==> src/rtl/systolic_skew_feeder_pkg.sv <==
// Shared definitions for the systolic skew feeder.
// Holds the feeder state encoding and the default lane geometry.
package systolic_skew_feeder_pkg;

   localparam int DEFAULT_DATA_WIDTH = 16;
   localparam int DEFAULT_LANES      = 4;

   typedef enum logic [1:0] {
      IDLE   = 2'd0,
      STREAM = 2'd1,
      FLUSH  = 2'd2,
      DRAIN  = 2'd3
   } feeder_state_e;

endpackage

==> src/rtl/systolic_skew_feeder_delay.sv <==
// Fixed-depth shift register with async reset.
// One instance per lane provides that lane's skew.
module skew_delay_line #(
   parameter int WIDTH = 17,
   parameter int DEPTH = 1
) (
   input  logic             clk,
   input  logic             rst,
   input  logic [WIDTH-1:0] d,
   output logic [WIDTH-1:0] q
);

   logic [WIDTH-1:0] stage_q [DEPTH];
   logic [WIDTH-1:0] stage_d [DEPTH];

   always_comb begin
      stage_d[0] = d;
      for (int i = 1; i < DEPTH; i++) begin
         stage_d[i] = stage_q[i-1];
      end
   end

   always_ff @(posedge clk or posedge rst) begin
      if (rst) begin
         for (int i = 0; i < DEPTH; i++) begin
            stage_q[i] <= '0;
         end
      end else begin
         for (int i = 0; i < DEPTH; i++) begin
            stage_q[i] <= stage_d[i];
         end
      end
   end

   assign q = stage_q[DEPTH-1];

endmodule

==> src/rtl/systolic_skew_feeder.sv <==
// Accepts row/column vectors and presents them to a PE array edge with
// lane k delayed by k+1 cycles; appends a zero finish beat to every tile.
module systolic_skew_feeder
   import systolic_skew_feeder_pkg::*;
#(
   parameter int DATA_WIDTH = DEFAULT_DATA_WIDTH,
   parameter int LANES      = DEFAULT_LANES
) (
   input  logic                        clk,
   input  logic                        rst,
   input  logic                        in_valid,
   output logic                        in_ready,
   input  logic [LANES*DATA_WIDTH-1:0] in_data,
   input  logic                        in_last,
   output logic [LANES*DATA_WIDTH-1:0] out_data,
   output logic [LANES-1:0]            out_finish,
   output logic                        busy,
   output logic [7:0]                  tile_count,
   output feeder_state_e               dbg_state
);

   localparam int CNT_W = (LANES > 2) ? $clog2(LANES) : 1;
   localparam logic [CNT_W-1:0] DRAIN_LAST = CNT_W'(LANES - 2);

   // Handshake: a beat transfers on any cycle where in_valid && in_ready.
   // in_ready does not depend on in_valid, and upstream must hold its beat
   // stable until it transfers.

   feeder_state_e          state_q, state_d;
   logic [CNT_W-1:0]       drain_cnt_q, drain_cnt_d;
   logic [7:0]             tile_count_q, tile_count_d;
   logic                   accept;
   logic [LANES*DATA_WIDTH-1:0] stage0_data;
   logic                   stage0_finish;

   assign in_ready = !rst && ((state_q == IDLE) || (state_q == STREAM));
   assign accept   = in_valid && in_ready;

   always_comb begin
      state_d      = state_q;
      drain_cnt_d  = drain_cnt_q;
      tile_count_d = tile_count_q;
      case (state_q)
         IDLE: begin
            if (accept) state_d = in_last ? FLUSH : STREAM;
         end
         STREAM: begin
            if (accept && in_last) state_d = FLUSH;
         end
         FLUSH: begin
            state_d      = DRAIN;
            drain_cnt_d  = '0;
            tile_count_d = tile_count_q + 8'd1;
         end
         DRAIN: begin
            if (drain_cnt_q == DRAIN_LAST) state_d = IDLE;
            else drain_cnt_d = drain_cnt_q + 1'b1;
         end
         default: state_d = IDLE;
      endcase
   end

   always_ff @(posedge clk or posedge rst) begin
      if (rst) begin
         state_q      <= IDLE;
         drain_cnt_q  <= '0;
         tile_count_q <= '0;
      end else begin
         state_q      <= state_d;
         drain_cnt_q  <= drain_cnt_d;
         tile_count_q <= tile_count_d;
      end
   end

   // Idle and gap cycles inject zeros so PEs accumulate nothing.
   assign stage0_data   = accept ? in_data : '0;
   assign stage0_finish = (state_q == FLUSH);

   for (genvar k = 0; k < LANES; k++) begin : g_lane
      logic [DATA_WIDTH:0] lane_q;
      skew_delay_line #(
         .WIDTH (DATA_WIDTH + 1),
         .DEPTH (k + 1)
      ) u_delay (
         .clk (clk),
         .rst (rst),
         .d   ({stage0_finish, stage0_data[k*DATA_WIDTH +: DATA_WIDTH]}),
         .q   (lane_q)
      );
      assign out_data[k*DATA_WIDTH +: DATA_WIDTH] = lane_q[DATA_WIDTH-1:0];
      assign out_finish[k]                        = lane_q[DATA_WIDTH];
   end

   assign busy       = (state_q != IDLE);
   assign tile_count = tile_count_q;
   assign dbg_state  = state_q;

endmodule

==> config.mk <==
export PLATFORM = sky130hd
export DESIGN_NAME = systolic_skew_feeder
export DESIGN_NICKNAME = d
export VERILOG_FILES = /design/src/rtl/systolic_skew_feeder_pkg.sv /design/src/rtl/systolic_skew_feeder_delay.sv /design/src/rtl/systolic_skew_feeder.sv
export SDC_FILE = /design/constraint.sdc
export NUM_CORES = 1
export LEC_CHECK = 0
export CAP_MARGIN = 10
export CORE_ASPECT_RATIO = 0.5
export CORE_MARGIN = 2
export CORE_UTILIZATION = 35
export CTS_CLUSTER_SIZE = 24
export DETAILED_ROUTE_END_ITERATION = 12
export REMOVE_ABC_BUFFERS = 1
export SYNTH_ARGS = -nofsm -noshare
export SYNTH_HDL_FRONTEND = slang
export SYNTH_SLANG_ARGS = --single-unit
==> constraint.sdc <==
create_clock -name clk -period 6.8 [get_ports clk]
set_input_delay 2.04 -clock clk [delete_from_list [all_inputs] [get_ports clk]]
set_output_delay 2.04 -clock clk [all_outputs]
set_load 0.02 [all_outputs]
==> impl_metrics.prom <==
# TYPE chip_impl_metric gauge
chip_impl_info{name="status",value="finished clean"} 1
chip_impl_metric{name="grt.overflow.total",unit=""} 0
chip_impl_metric{name="slew_violations",unit=""} 0
chip_impl_info{name="layout_commonest_cell",value="dfrtp_1"} 1
chip_impl_metric{name="netlist_instances",unit=""} 297
chip_impl_metric{name="max_freq",unit="GHz"} 0.187
chip_impl_metric{name="floorplan.io_pins",unit=""} 148
chip_impl_metric{name="fin_crit_sh",unit="%"} 78.6
chip_impl_metric{name="routed_wl",unit="um"} 9170
chip_impl_metric{name="die_height",unit="um"} 90.3
chip_impl_metric{name="post_drt_wl_per_cell",unit="um"} 13.7
chip_impl_metric{name="design.die.area",unit="um2"} 15900
chip_impl_metric{name="switching_power",unit="uW"} 738
chip_impl_info{name="most-common-layout-cells",value="dfrtp_1, clkdlybuf4s50_1, and2_1"} 1
chip_impl_metric{name="first_global_vias",unit=""} 2729
chip_impl_metric{name="skew",unit="ns"} 0.0101
chip_impl_metric{name="timing.final.crit_period",unit="ns"} 5.35
chip_impl_info{name="crit_top_cell",value="clkdlybuf4s50_1"} 1
chip_impl_metric{name="route.antenna.remaining_nets",unit=""} 0
chip_impl_info{name="hp-class",value="flip-flop to flip-flop"} 1
chip_impl_metric{name="critical_path.max_fanout",unit=""} 4
chip_impl_metric{name="ir_drop",unit="V"} 0.000191
chip_impl_info{name="worstSetupEndpointType",value="output pin"} 1
chip_impl_metric{name="fill_cells",unit=""} 1243
chip_impl_metric{name="synth-seq-area-share",unit="%"} 84.5
chip_impl_metric{name="cellPowerDensity",unit="nW/um2"} 360
chip_impl_metric{name="area_growth",unit="%"} 43.7
chip_impl_metric{name="number_of_antenna_violations_at_the_first_check_in_global_routing",unit=""} 0
chip_impl_metric{name="port_buffers",unit=""} 147
chip_impl_metric{name="antenna_cells",unit=""} 0
chip_impl_metric{name="fp_rows",unit=""} 31
chip_impl_info{name="path_cells",value="clkdlybuf4s50_1, nor2_1, clkdlybuf4s50_1"} 1
chip_impl_metric{name="cts_buffers",unit=""} 17
chip_impl_metric{name="first_pass_iters",unit=""} 4
chip_impl_metric{name="num-nets-final",unit=""} 531
chip_impl_metric{name="grt_pass1_wl",unit="um"} 14800
chip_impl_metric{name="vias",unit=""} 2596
chip_impl_metric{name="post_cts_resize_count",unit=""} 0
chip_impl_metric{name="grtUsageTotal",unit="%"} 12.3
chip_impl_metric{name="final_cell_area",unit="um2"} 7490
chip_impl_metric{name="netlist-cell-type-count",unit=""} 21
chip_impl_metric{name="initialDrtViolationCount",unit=""} 121
chip_impl_metric{name="synth.cell_area",unit="um2"} 5210
chip_impl_metric{name="place.gp.congestion",unit=""} 0.711
chip_impl_metric{name="combinationalPowerShare",unit="%"} 18.8
chip_impl_metric{name="placed_instances",unit=""} 635
chip_impl_metric{name="actual_transition_at_the_worst_max_transition_pin",unit="ns"} 1.01
chip_impl_info{name="cp_slowest_cell",value="clkdlybuf4s50_1"} 1
chip_impl_metric{name="clk_pin_slew",unit="ns"} 0.07
chip_impl_metric{name="count_of_endpoints_failing_setup_in_the_final_report",unit=""} 0
chip_impl_metric{name="synthesis.area_per_instance",unit="um2"} 17.5
chip_impl_info{name="rsz0062_at_grt",value="false"} 1
chip_impl_metric{name="cts_hold_buf",unit=""} 0
chip_impl_metric{name="p_leak",unit="uW"} 0.00360
chip_impl_metric{name="worst_path_required",unit="ns"} 4.76
chip_impl_info{name="root_buffer",value="clkbuf_16"} 1
chip_impl_metric{name="synth-seq-cells",unit=""} 176
chip_impl_metric{name="initial_core_utilization",unit="%"} 35.9
chip_impl_metric{name="largest_net_degree_at_the_start_of_global_routing",unit=""} 115
chip_impl_metric{name="die-width",unit="um"} 177
chip_impl_metric{name="hold_violations",unit=""} 0
chip_impl_metric{name="clock_path_buffers",unit=""} 2
chip_impl_metric{name="slew_headroom",unit="%"} 32.7
chip_impl_info{name="critPathKind",value="input port to output pin"} 1
chip_impl_metric{name="post_cts_buffers",unit=""} 0
chip_impl_metric{name="pwr-share-seq",unit="%"} 46.4
chip_impl_metric{name="worst_ep_arrival_time",unit="ns"} 3.31
chip_impl_metric{name="p_clk_share",unit="%"} 34.8
chip_impl_metric{name="cts.sinks",unit=""} 176
chip_impl_metric{name="drc_viols",unit=""} 0
chip_impl_metric{name="route.detailed.vias_per_inst",unit=""} 3.89
chip_impl_info{name="critPathLaunchType",value="input port"} 1
chip_impl_metric{name="floorplan.core_area",unit="um2"} 14500
chip_impl_metric{name="detailed_place_hpwl",unit="um"} 6020
chip_impl_metric{name="cap_violations",unit=""} 0
chip_impl_info{name="tritoncts",value="built"} 1
chip_impl_metric{name="power.internal",unit="uW"} 1960
chip_impl_metric{name="max_h_tree_level",unit=""} 4
chip_impl_metric{name="yosysWarningCount",unit=""} 0
chip_impl_metric{name="placedInstanceArea",unit="um2"} 6910
chip_impl_metric{name="clock_latency",unit="ns"} 0.41
chip_impl_metric{name="instances_no_fill",unit=""} 667
chip_impl_metric{name="power.total",unit="uW"} 2700
chip_impl_metric{name="drive_gt1_share",unit="%"} 8.10
chip_impl_metric{name="critical_path.max_stage_delay",unit="ns"} 0.61
chip_impl_metric{name="p_sw_share",unit="%"} 27.4
==> power by group through the flow <==
stage,clock [uW],sequential [uW],combinational (uW)
global route,1010,1270,546
global placement,0,1270,510
floorplan,0,1360,166
CTS,968,1250,518
finish,939,1250,507
detailed placement,0,1270,516
==> worst max-delay path, delay by kind of cell <==
family                 cells  cell delay, ns
buffers and inverters      2            1.12
and+or+nand+nor            1            0.14
==> area by class of cell <==
| cell class | instances | area (um2) | area share (%) |
|---|---|---|---|
| sequential | 176 | 4400 | 58.8 |
| timing repair buffer | 150 | 1490 | 19.9 |
| multi-input combinational | 104 | 736 | 9.82 |
| clock buffer | 18 | 429 | 5.73 |
| tap | 198 | 248 | 3.31 |
| clock inverter | 14 | 148 | 1.97 |
| inverter | 7 | 31.3 | 0.418 |
==> registers in the layout, indices dropped and copies added, names as in the netlist <==
| register | count |
|---|---|
| drain_cnt_q | 2 |
| g_lane.u_delay.stage_d | 96 |
| dbg_state | 2 |
| g_lane.u_delay.q | 68 |
| tile_count | 8 |
==> kinds of logic (layout without fill, tap and decap cells) <==
| kind of cell | after synthesis | in the layout | synth area share (%) |
|---|---|---|---|
| DFF | 176 | 176 | 84.5 |
| and+or+nand+nor | 80 | 80 | 9.39 |
| buffers and inverters | 17 | 189 | 1.46 |
| xor gates and xnor gates | 8 | 8 | 1.34 |
| adders and majority gates | 7 | 7 | 1.68 |
| muxes | 5 | 5 | 0.984 |
| AOI/OAI and AO/OA | 4 | 4 | 0.624 |
==> cells in the mapped netlist, drive strengths merged <==
| master | count | area share, % |
|---|---|---|
| buf | 4 | 0.53 |
| nor2 | 6 | 0.48 |
| inv | 7 | 0.50 |
| ha | 7 | 1.7 |
| mux2 | 1 | 0.22 |
| a22o | 2 | 0.34 |
| and2 | 64 | 7.7 |
| o21ai | 1 | 0.096 |
| and3 | 1 | 0.12 |
| nand2b | 1 | 0.26 |
| nand2 | 3 | 0.22 |
| mux2i | 4 | 0.77 |
| nand4 | 4 | 0.48 |
| nand3b | 1 | 0.14 |
| a222oi | 1 | 0.19 |
| dfrtp | 176 | 85 |
| xor2 | 3 | 0.50 |
| xnor2 | 5 | 0.84 |
| clkbuf | 6 | 0.43 |
==> stage by stage <==
stage | TNS (ns) | utilization [%] | setup WS (ns) | hold WS (ns)
global placement | 0 | 47.7 | 1.45 | 0.331
finish | 0 | 51.6 | 1.45 | 0.336
floorplan | -2.39 | - | -0.0136 | 0.331
CTS | 0 | 51.6 | 1.45 | 0.344
global route | 0 | 51.6 | 1.36 | 0.347
detailed placement | 0 | 47.7 | 1.46 | 0.335
==> routing by layer <==
metal / GRT usage [%] / up-vias / wire length, um
met5: 0 / - / 0
met4: 4.55 / 0 / 90
met3: 3.07 / 9 / 223
met2: 20.9 / 37 / 5010
met1: 15.2 / 1312 / 3840
li1: - / 1238 / -
==> final timing paths <==
check,startpoint,endpoint,slack [ns],depth (start not counted)
setup / recovery,rst,in_ready,1.45,3
min in group asynchronous,rst,drain_cnt_q[0],2.27,2
hold / removal,g_lane[3].u_delay.stage_d[47],g_lane[3].u_delay.stage_d[30],0.34,0
hold reg to reg,g_lane[3].u_delay.stage_d[47],g_lane[3].u_delay.stage_d[30],0.34,0
setup reg to reg,dbg_state[1],g_lane[2].u_delay.stage_d[17],5.09,6
max in group asynchronous,rst,g_lane[1].u_delay.stage_d[10],3.42,3
No activity file was read; power rests on OpenSTA's default activity.
